<file path="config.mk">
export PLATFORM = sky130hd
export DESIGN_NAME = mdu_arbiter_flat
export DESIGN_NICKNAME = d
export VERILOG_FILES = /design/src/rtl/mdu_arb_if.sv /design/src/rtl/mdu_arbiter.sv /design/src/flat_wrapper.sv
export SDC_FILE = /design/constraint.sdc
export NUM_CORES = 1
export LEC_CHECK = 0
export ABC_AREA = 1
export BUFFER_PORTS_ARGS = -buffer_cell sky130_fd_sc_hd__buf_2
export CELL_PAD_IN_SITES_DETAIL_PLACEMENT = 0
export CELL_PAD_IN_SITES_GLOBAL_PLACEMENT = 1
export CORE_MARGIN = 2
export CORE_UTILIZATION = 27
export DETAILED_ROUTE_END_ITERATION = 10
export GPL_TIMING_DRIVEN = 0
export PLACE_DENSITY_LB_ADDON = 0.1
export SYNTH_ARGS = -nofsm -noshare
export SYNTH_HDL_FRONTEND = slang
export SYNTH_SLANG_ARGS = --single-unit
</file>
<file path="constraint.sdc">
create_clock -name clk -period 3.1 [get_ports clk]
set_clock_uncertainty 0.1 [all_clocks]
set_input_delay 0 -clock clk [delete_from_list [all_inputs] [get_ports clk]]
set_output_delay 0 -clock clk [all_outputs]
set_load 0.005 [all_outputs]
</file>
<file path="src/rtl/mdu_arb_if.sv">
// mdu_arb_if: bundles the two requester ports, the MDU-side issue/read bus,
// and the status outputs of the MDU issue arbiter.
//   slave  : arbiter side (takes requests and MDU status, drives grants and MDU issue)
//   master : environment side (drives requests and MDU status)
interface mdu_arb_if;
  logic        flush0;
  logic        r0_valid;
  logic [3:0]  r0_op;
  logic [31:0] r0_a, r0_b;
  logic        r0_ready, r0_rsp_valid;
  logic [31:0] r0_rsp_data;
  logic        r1_valid;
  logic [3:0]  r1_op;
  logic [31:0] r1_a, r1_b;
  logic        r1_ready, r1_rsp_valid;
  logic [31:0] r1_rsp_data;
  logic [3:0]  mdu_op;
  logic [31:0] mdu_a, mdu_b, mdu_rdata;
  logic        mdu_busy;
  logic        hilo_owner;
  logic        err;

  modport slave (
    input  flush0, r0_valid, r0_op, r0_a, r0_b, r1_valid, r1_op, r1_a, r1_b,
           mdu_rdata, mdu_busy,
    output r0_ready, r0_rsp_valid, r0_rsp_data, r1_ready, r1_rsp_valid, r1_rsp_data,
           mdu_op, mdu_a, mdu_b, hilo_owner, err
  );

  modport master (
    output flush0, r0_valid, r0_op, r0_a, r0_b, r1_valid, r1_op, r1_a, r1_b,
           mdu_rdata, mdu_busy,
    input  r0_ready, r0_rsp_valid, r0_rsp_data, r1_ready, r1_rsp_valid, r1_rsp_data,
           mdu_op, mdu_a, mdu_b, hilo_owner, err
  );
endinterface

</file>
<file path="src/rtl/mdu_arbiter.sv">
// mdu_arbiter: issue controller and two-port arbiter for the shared
// multiply/divide unit. Requester 0 is the E stage (squashable by flush0),
// requester 1 a secondary master. One op is granted per cycle; once a
// mult/div issues, nothing else is granted until the MDU drops busy.
// mfhi/mflo data is sampled in the grant cycle and returned one cycle later.
// Ports:
//   clk, reset  : clock, synchronous active-high reset
//   bus (slave) : requester ports r0_*/r1_*, flush0, MDU issue mdu_op/a/b,
//                 MDU status mdu_rdata/mdu_busy, hilo_owner, err
// Parameters: PRIO0 (1 = r0 fixed priority, 0 = round-robin), TIMEOUT.
// Optional feature macro MDU_TIMEOUT_EN: busy-phase watchdog driving sticky err.
module mdu_arbiter #(
  parameter bit PRIO0   = 1'b1,
  parameter int TIMEOUT = 16
) (
  input logic       clk,
  input logic       reset,
  mdu_arb_if.slave  bus
);

  typedef enum logic [1:0] {IDLE = 2'd0, ARMED = 2'd1, BUSY = 2'd2} state_t;

  state_t           state_q;
  logic             last_q;       // requester granted most recently
  logic             owner_q;
  logic [1:0]       rsp_vld_q;
  logic [1:0][31:0] rsp_data_q;

  logic [1:0]  elig, gnt;
  logic        can_grant, pick1, sel, any_gnt;
  logic        op_md, op_rd, op_wr, op_ok, go_armed;
  logic [3:0]  sel_op;
  logic [31:0] sel_a, sel_b;

  assign elig = {bus.r1_valid, bus.r0_valid & ~bus.flush0};

  // Grants open in IDLE, or in the BUSY cycle where the MDU first reports
  // idle. A busy MDU seen while IDLE blocks grants as well.
  assign can_grant = ~reset & ~bus.mdu_busy & ((state_q == IDLE) || (state_q == BUSY));

  always_comb begin
    pick1 = elig[1] & (~elig[0] | (~PRIO0 & ~last_q));
    gnt   = 2'b00;
    if (can_grant) gnt = pick1 ? 2'b10 : {1'b0, elig[0]};
  end

  assign any_gnt  = |gnt;
  assign sel      = gnt[1];
  assign sel_op   = sel ? bus.r1_op : bus.r0_op;
  assign sel_a    = sel ? bus.r1_a  : bus.r0_a;
  assign sel_b    = sel ? bus.r1_b  : bus.r0_b;
  assign op_md    = sel_op inside {[4'd1:4'd4]};
  assign op_rd    = sel_op inside {[4'd5:4'd6]};
  assign op_wr    = sel_op inside {[4'd7:4'd8]};
  assign op_ok    = op_md | op_rd | op_wr;
  assign go_armed = any_gnt & op_md;

`ifdef MDU_TIMEOUT_EN
  logic [7:0] to_cnt_q;
  logic       err_q;
`endif

  always_ff @(posedge clk) begin
    if (reset) begin
      state_q    <= IDLE;
      last_q     <= 1'b1;
      owner_q    <= 1'b0;
      rsp_vld_q  <= '0;
      rsp_data_q <= '0;
`ifdef MDU_TIMEOUT_EN
      to_cnt_q   <= '0;
      err_q      <= 1'b0;
`endif
    end else begin
      rsp_vld_q <= gnt & {2{op_rd}};
      if (any_gnt & op_rd) rsp_data_q[sel] <= bus.mdu_rdata;
      if (any_gnt) last_q <= sel;
      if (any_gnt & (op_md | op_wr)) owner_q <= sel;

      case (state_q)
        IDLE:    if (go_armed) state_q <= ARMED;
                 else if (bus.mdu_busy) state_q <= BUSY;
        ARMED:   state_q <= BUSY;   // MDU busy not yet visible this cycle
        BUSY:    if (!bus.mdu_busy) state_q <= go_armed ? ARMED : IDLE;
        default: state_q <= IDLE;
      endcase

`ifdef MDU_TIMEOUT_EN
      // Counts cycles spent in ARMED/BUSY; restarts on every new issue.
      if (state_q == IDLE || go_armed) begin
        to_cnt_q <= '0;
      end else begin
        to_cnt_q <= to_cnt_q + 8'd1;
        if (to_cnt_q == 8'(TIMEOUT - 1)) begin
          err_q   <= 1'b1;
          state_q <= IDLE;
        end
      end
`endif
    end
  end

  assign bus.r0_ready     = gnt[0];
  assign bus.r1_ready     = gnt[1];
  assign bus.mdu_op       = (any_gnt & op_ok) ? sel_op : 4'd0;
  assign bus.mdu_a        = any_gnt ? sel_a : 32'd0;
  assign bus.mdu_b        = any_gnt ? sel_b : 32'd0;
  assign bus.r0_rsp_valid = rsp_vld_q[0];
  assign bus.r1_rsp_valid = rsp_vld_q[1];
  assign bus.r0_rsp_data  = rsp_data_q[0];
  assign bus.r1_rsp_data  = rsp_data_q[1];
  assign bus.hilo_owner   = owner_q;
`ifdef MDU_TIMEOUT_EN
  assign bus.err          = err_q;
`else
  assign bus.err          = 1'b0;
`endif

endmodule

</file>
<file path="src/flat_wrapper.sv">
// flat-port wrapper written by rule: the top's interface ports become plain ports
module mdu_arbiter_flat 
#(
  parameter bit PRIO0   = 1'b1,
  parameter int TIMEOUT = 16
)
  (clk, reset, bus_flush0, bus_r0_valid, bus_r0_op, bus_r0_a, bus_r0_b, bus_r1_valid, bus_r1_op, bus_r1_a, bus_r1_b, bus_mdu_rdata, bus_mdu_busy, bus_r0_ready, bus_r0_rsp_valid, bus_r0_rsp_data, bus_r1_ready, bus_r1_rsp_valid, bus_r1_rsp_data, bus_mdu_op, bus_mdu_a, bus_mdu_b, bus_hilo_owner, bus_err);
  mdu_arb_if bus_i ();
  input logic clk;
  input logic reset;
  input wire logic [$bits(bus_i.flush0)-1:0] bus_flush0;
  input wire logic [$bits(bus_i.r0_valid)-1:0] bus_r0_valid;
  input wire logic [$bits(bus_i.r0_op)-1:0] bus_r0_op;
  input wire logic [$bits(bus_i.r0_a)-1:0] bus_r0_a;
  input wire logic [$bits(bus_i.r0_b)-1:0] bus_r0_b;
  input wire logic [$bits(bus_i.r1_valid)-1:0] bus_r1_valid;
  input wire logic [$bits(bus_i.r1_op)-1:0] bus_r1_op;
  input wire logic [$bits(bus_i.r1_a)-1:0] bus_r1_a;
  input wire logic [$bits(bus_i.r1_b)-1:0] bus_r1_b;
  input wire logic [$bits(bus_i.mdu_rdata)-1:0] bus_mdu_rdata;
  input wire logic [$bits(bus_i.mdu_busy)-1:0] bus_mdu_busy;
  output wire logic [$bits(bus_i.r0_ready)-1:0] bus_r0_ready;
  output wire logic [$bits(bus_i.r0_rsp_valid)-1:0] bus_r0_rsp_valid;
  output wire logic [$bits(bus_i.r0_rsp_data)-1:0] bus_r0_rsp_data;
  output wire logic [$bits(bus_i.r1_ready)-1:0] bus_r1_ready;
  output wire logic [$bits(bus_i.r1_rsp_valid)-1:0] bus_r1_rsp_valid;
  output wire logic [$bits(bus_i.r1_rsp_data)-1:0] bus_r1_rsp_data;
  output wire logic [$bits(bus_i.mdu_op)-1:0] bus_mdu_op;
  output wire logic [$bits(bus_i.mdu_a)-1:0] bus_mdu_a;
  output wire logic [$bits(bus_i.mdu_b)-1:0] bus_mdu_b;
  output wire logic [$bits(bus_i.hilo_owner)-1:0] bus_hilo_owner;
  output wire logic [$bits(bus_i.err)-1:0] bus_err;
  assign bus_i.flush0 = bus_flush0;
  assign bus_i.r0_valid = bus_r0_valid;
  assign bus_i.r0_op = bus_r0_op;
  assign bus_i.r0_a = bus_r0_a;
  assign bus_i.r0_b = bus_r0_b;
  assign bus_i.r1_valid = bus_r1_valid;
  assign bus_i.r1_op = bus_r1_op;
  assign bus_i.r1_a = bus_r1_a;
  assign bus_i.r1_b = bus_r1_b;
  assign bus_i.mdu_rdata = bus_mdu_rdata;
  assign bus_i.mdu_busy = bus_mdu_busy;
  assign bus_r0_ready = bus_i.r0_ready;
  assign bus_r0_rsp_valid = bus_i.r0_rsp_valid;
  assign bus_r0_rsp_data = bus_i.r0_rsp_data;
  assign bus_r1_ready = bus_i.r1_ready;
  assign bus_r1_rsp_valid = bus_i.r1_rsp_valid;
  assign bus_r1_rsp_data = bus_i.r1_rsp_data;
  assign bus_mdu_op = bus_i.mdu_op;
  assign bus_mdu_a = bus_i.mdu_a;
  assign bus_mdu_b = bus_i.mdu_b;
  assign bus_hilo_owner = bus_i.hilo_owner;
  assign bus_err = bus_i.err;
  mdu_arbiter #(.PRIO0(PRIO0), .TIMEOUT(TIMEOUT)) u_core (.clk(clk), .reset(reset), .bus(bus_i));
endmodule
</file>
==> Yosys cells after proc, flatten, opt, wreduce, memory -nomap -nowiden <==
Index checks and enable logic that the tools add are counted.
{ "totals": {"out_inout_bits": 138, "reg_bits": 69} }
{ "op_classes": {"n_eq_ne": 4, "bitwise": 16, "reduce_logical": 8, "mux": 16, "order_cmp": 8} }
{ "ops": {"columns": ["op", "count"], "rows": [
  ["$mux W32", 5],
  ["$bwmux W64", 1],
  ["$demux W32 S1", 1],
  ["$mux W2", 5],
  ["$and A1 B1 Y1", 8],
  ["$ge A4 B3 Y1 const B", 2],
  ["$le A4 B3 Y1 const B", 2],
  ["$mux W4", 2],
  ["$pmux W2 S3", 1],
  ["$ge A4 B1 Y1 const B", 1],
  ["$le A4 B4 Y1 const B", 1],
  ["$logic_and A1 B1 Y1", 4],
  ["$not A1 Y1", 4],
  ["$ne A3 B2 Y1 const B", 1],
  ["$or A1 B1 Y1", 3],
  ["$and A2 B2 Y2", 1],
  ["$eq A2 B1 Y1 const B", 1],
  ["$eq A2 B2 Y1 const B", 1],
  ["$logic_not A2 Y1", 1],
  ["$lt A1 B2 Y1 const B", 1],
  ["$ne A2 B2 Y1 const B", 1],
  ["$reduce_and A2 Y1", 1],
  ["$reduce_or A2 Y1", 1],
  ["$ge A1 B1 Y1 const B", 1],
  ["2 further kinds", 2]
]} }

==> Logic depth before layout (Yosys ltp) <==
{ "logic_depth": {"word_depth": 13, "depth_mapped": 13, "mapped_depth_nobuf": 12} }

==> Worst setup path after synthesis <==
OpenSTA, ideal clock, no wires.
{ "synth_path": {"kind": "flip-flop to flip-flop", "startpoint": "register u_core.state_q[0]", "endpoint": "register u_core.rsp_data_q (netlist bit u_core.bus.r0_rsp_data[10])", "stages_incl_launch_ff": 14, "t_arrival_ns": 1.407, "slack_ns": 1.479, "setup_time_ns": 0.113, "required_time_ns": 2.887, "cell_sequence": "dfxtp_1 -> inv_2 -> nand2_4 -> nor2_8 -> nand2_4 -> nand2_1 -> nand2_2 -> o21ai_2 -> nor2_4 -> nand2_4 -> inv_8 -> buf_12 -> nor2_2 -> nor2_1"} }
{ "synth_via": {"elab_chain_len": 9, "word_cells_on_any_way": 17, "cone_classes": "4 x order compare; 1 x eq/ne; 5 x mux; 2 x bitwise; 5 x reduce/logical"} }
{ "synth_lines": {"columns": ["item", "line_no", "source"], "rows": [
  ["from (decl)", "mdu_arbiter.sv:23", "state_t state_q;"],
  ["from (signal assigned)", "mdu_arbiter.sv:84", "BUSY: if (!bus.mdu_busy) state_q <= go_armed ? ARMED : IDLE;"],
  ["$eq A2 B2 Y1 / $logic_not A2 Y1 (equally long branches)", "mdu_arbiter.sv:39", "assign can_grant = ~reset & ~bus.mdu_busy & ((state_q == IDLE) || (state_q == BUSY));"],
  ["$logic_or A1 B1 Y1 (*)", "mdu_arbiter.sv:39", null],
  ["$and A1 B1 Y1 (*)", "mdu_arbiter.sv:39", null],
  ["$mux W2 (*)", "mdu_arbiter.sv:44", "if (can_grant) gnt = pick1 ? 2'b10 : {1'b0, elig[0]};"],
  ["$lt A1 B2 Y1 (not written as such) / $ge A1 B1 Y1 (equally long branches)", "mdu_arbiter.sv:76", "if (any_gnt & op_rd) rsp_data_q[sel] <= bus.mdu_rdata;"],
  ["$logic_and A1 B1 Y1 (not written as such)", "mdu_arbiter.sv:76", null],
  ["$mux W32 (not written as such)", "mdu_arbiter.sv:76", null],
  ["$demux W32 S1", null, null],
  ["$bwmux W64", "mdu_arbiter.sv:76", null],
  ["to (signal, indexed assignment)", "mdu_arbiter.sv:76", null],
  ["to (decl)", "mdu_arbiter.sv:27", "logic [1:0][31:0] rsp_data_q;"]
]} }
Mark *: on every way between the ends. The rest lies on a longest branch, timed or not.
A chain may end at the register's enable or synchronous reset.

==> Worst setup path after layout <==
{ "layout_path": {"startpoint": "input port reset", "endpoint": "output port bus_mdu_b[15]"} }
{ "layout_via": {"elab_chain_len": 6, "word_cells_on_any_way": 7, "cone_classes": "3 x mux; 3 x bitwise; 1 x reduce/logical"} }
{ "layout_lines": {"columns": ["item", "line_no", "source"], "rows": [
  ["from (decl)", "flat_wrapper.sv:10", "input logic reset;"],
  ["$not A1 Y1 (*)", "mdu_arbiter.sv:39", null],
  ["$and A1 B1 Y1 (*) (2 in a row)", "mdu_arbiter.sv:39", null],
  ["$mux W2 (*)", "mdu_arbiter.sv:44", null],
  ["$mux W32 / $reduce_or A2 Y1 (equally long branches)", "mdu_arbiter.sv:51, mdu_arbiter.sv:47", null],
  ["$mux W32 (*)", "mdu_arbiter.sv:107", "assign bus.mdu_b = any_gnt ? sel_b : 32'd0;"],
  ["to (decl)", "flat_wrapper.sv:30", "output wire logic [$bits(bus_i.mdu_b)-1:0] bus_mdu_b;"]
]} }
Marks and branches as above.

==> reports/metrics.cfg <==
[floorplanning]
core_area_um2 = 13830
dieHeight_um = 122.8
initial_core_util_pct = 27.55
row_count = 43
die_area_um2 = 15070
die_x_um = 122.8
io_pins = 312

[routing]
drtPass1Iterations = 6
ant_nets = 0
drc_errors = 0
drtIter0Drc = 127
wirelength_um = 16030
via_count = 4854
via_per_inst = 4.397
wire_per_inst_um = 14.52

[cts]
cts_root_buffer = clkbuf_16
clkSinkCount = 68
cts_tree = yes
cts_buffers = 9
cts_hold_buf = 33
cts_resized = 0
clk_pin_slew_ns = 0.05
clk_latency_ns = 0.32
cts_buffer_depth = 2
htreeDepth = 3
cts_setup_buffers = 0

[timing]
maxSlewViolCount = 0
final.setup.tns_ns = 0
setup_viol = 0
post-route-period-util_pct = 70.70
period_minus_slack_ns = 2.192
grt_setup_unrepaired = false
hold_viol = 0
max_freq_ghz = 0.4562

[setup_path]
cp.arrival_ns = 2.09
reg2regPathDepth = 13
cp_slowest_cell = dlygate4sd3_1
crit_fanout = 10
critPathKind = in2out
crit_path_start_kind = input pin
crit_path_end_kind = output pin
crit_chain = dlygate4sd3_1, buf_2, inv_2, nand2_4, nor2_8, nand2_4, inv_2, buf_2, buf_2, nand2_1, a21oi_1, buf_2
path_depth = 12
path_delay_family = buffers and inverters
worst-path-buf-inv = 7
cp_common_cell = buf_2
worst_path_largest_cell_delay_ns = 0.54
cp_data_required_time_ns = 3.00

[logic_synthesis]
ys_warn_count = 0
netlist_area_um2 = 3809
netlist_instances = 560
synth_edf_count = 0
synth_ff_type = dfxtp_1
synthesis.nets = 734
synth.ff_latch_count = 68
synth_cell_type_count = 26
postSynthAreaPerCell_um2 = 6.801
synth_async_sr_flop_share_pct = 0
seq_area_frac_synth_pct = 35.74

[hold_path]
worstHoldPathType = in2reg
min_path_cells = 6

[placed_design]
gp_congestion = 0.8899
dp_hpwl_um = 12860
numPortBuffers = 310
post_dp_cell_area_um2 = 5585

[cells_and_area]
final_nets = 1088
final_cell_mix = buf_2, nand2_1, nor2_1
layout-drive-gt1-share_pct = 46.57
final_util_pct = 45.07
final_common_cell = buf_2
syn2layout_area_growth_pct = 63.63
design_area_um2 = 6232

[pwr]
p_per_area_nw_per_um2 = 371.5
p_total_w = 0.002315
peakVddDrop_mv = 0.1928
leakage_nw = 3.310

[global_route]
grt_pass1_vias = 4714
grt_first_pass_wirelength_um = 23200
track_usage_pct = 19.95
grt_max_degree = 12
grt_antenna_before_repair = 6
overflow = 0

[outcome]
status = finished, final reports clean

[run]
drv_cap = 0

==> metal layers <==
metal | part of all wire (%) | up-vias | track usage (%)
met3 | 8.0 | 21 | 6.691
met1 | 37 | 2156 | 19.59
li1 | - | 2508 | -
met4 | 1.9 | 2 | 8.549
met5 | 0.069 | - | 0
met2 | 53 | 167 | 37.71
==> logic make-up after synthesis <==
family | share of synthesized area (%)
AO/OA/AOI/OAI | 18.04
buffers and inverters | 10.12
flip-flops | 35.74
other | 0.09846
AND/OR/NAND/NOR | 36.01
==> synth_stat cells (9+ instances only) <==
cell | count | share of area [%]
buf_2 | 11 | 1.4
nand2_1 | 142 | 14
a21oi_1 | 66 | 8.7
o21ai_1 | 60 | 7.9
dfxtp_1 | 68 | 36
nand3_1 | 9 | 1.2
inv_1 | 9 | 0.89
nor2_1 | 77 | 7.6
nor2_2 | 58 | 9.5
clkbuf_1 | 11 | 1.1
==> final cells by class <==
type	instances	area [µm²]
timing repair buffer	343	1882
buffer	41	314.1
clock buffer	12	256.5
inverter	15	71.32
fill	1480	7595
sequential	68	1361
clock inverter	4	47.55
tap	180	225.2
multi-input combinational	436	2062
antenna	5	12.51
==> through the flow <==
stage	setup WS [ns]	std cells	hold slack, ns
floorplan	1.479	560	-0.03093
global placement	1.316	1050	0.08859
detailed placement	1.290	1050	0.09332
CTS	0.8629	1099	0.0005816
global route	0.6590	1104	0.06203
finish	0.9082	1104	0.01290
==> registers in the layout, indices dropped and copies added, names as in the netlist <==
signal	count
u_core.bus.r1_rsp_data	32
u_core.bus.r0_rsp_data	32
u_core.state_q	1
u_core.bus.hilo_owner	1
u_core.rsp_vld_q	2
==> final timing paths <==
kind,to,start,slack [ns]
setup / recovery,bus_mdu_b[15],reset,0.91
hold reg to reg,u_core.bus.hilo_owner,u_core.bus.hilo_owner,0.35
hold / removal,u_core.state_q[0],bus_r0_op[3],0.01
setup reg to reg,u_core.bus.r0_rsp_data[20],u_core.state_q[0],1.29
==> worst min-delay path, stage by stage <==
cell and delay [ns]:
buf_2 0.07, inv_1 0.03, nand2_1 0.06, nand2_2 0.08, nand2_1 0.09, nor3_1 0.05
==> report_power, final <==
part / switching (W) / leakage, nW / internal (W)
Sequential: 0.00000598 / 0.548 / 0.000885
Clock: 0.000357 / 0.149 / 0.000663
Combinational: 0.000203 / 2.61 / 0.000202
Total: 0.000565 / 3.31 / 0.00175
Note: power is estimated with default switching activity, not from simulation.
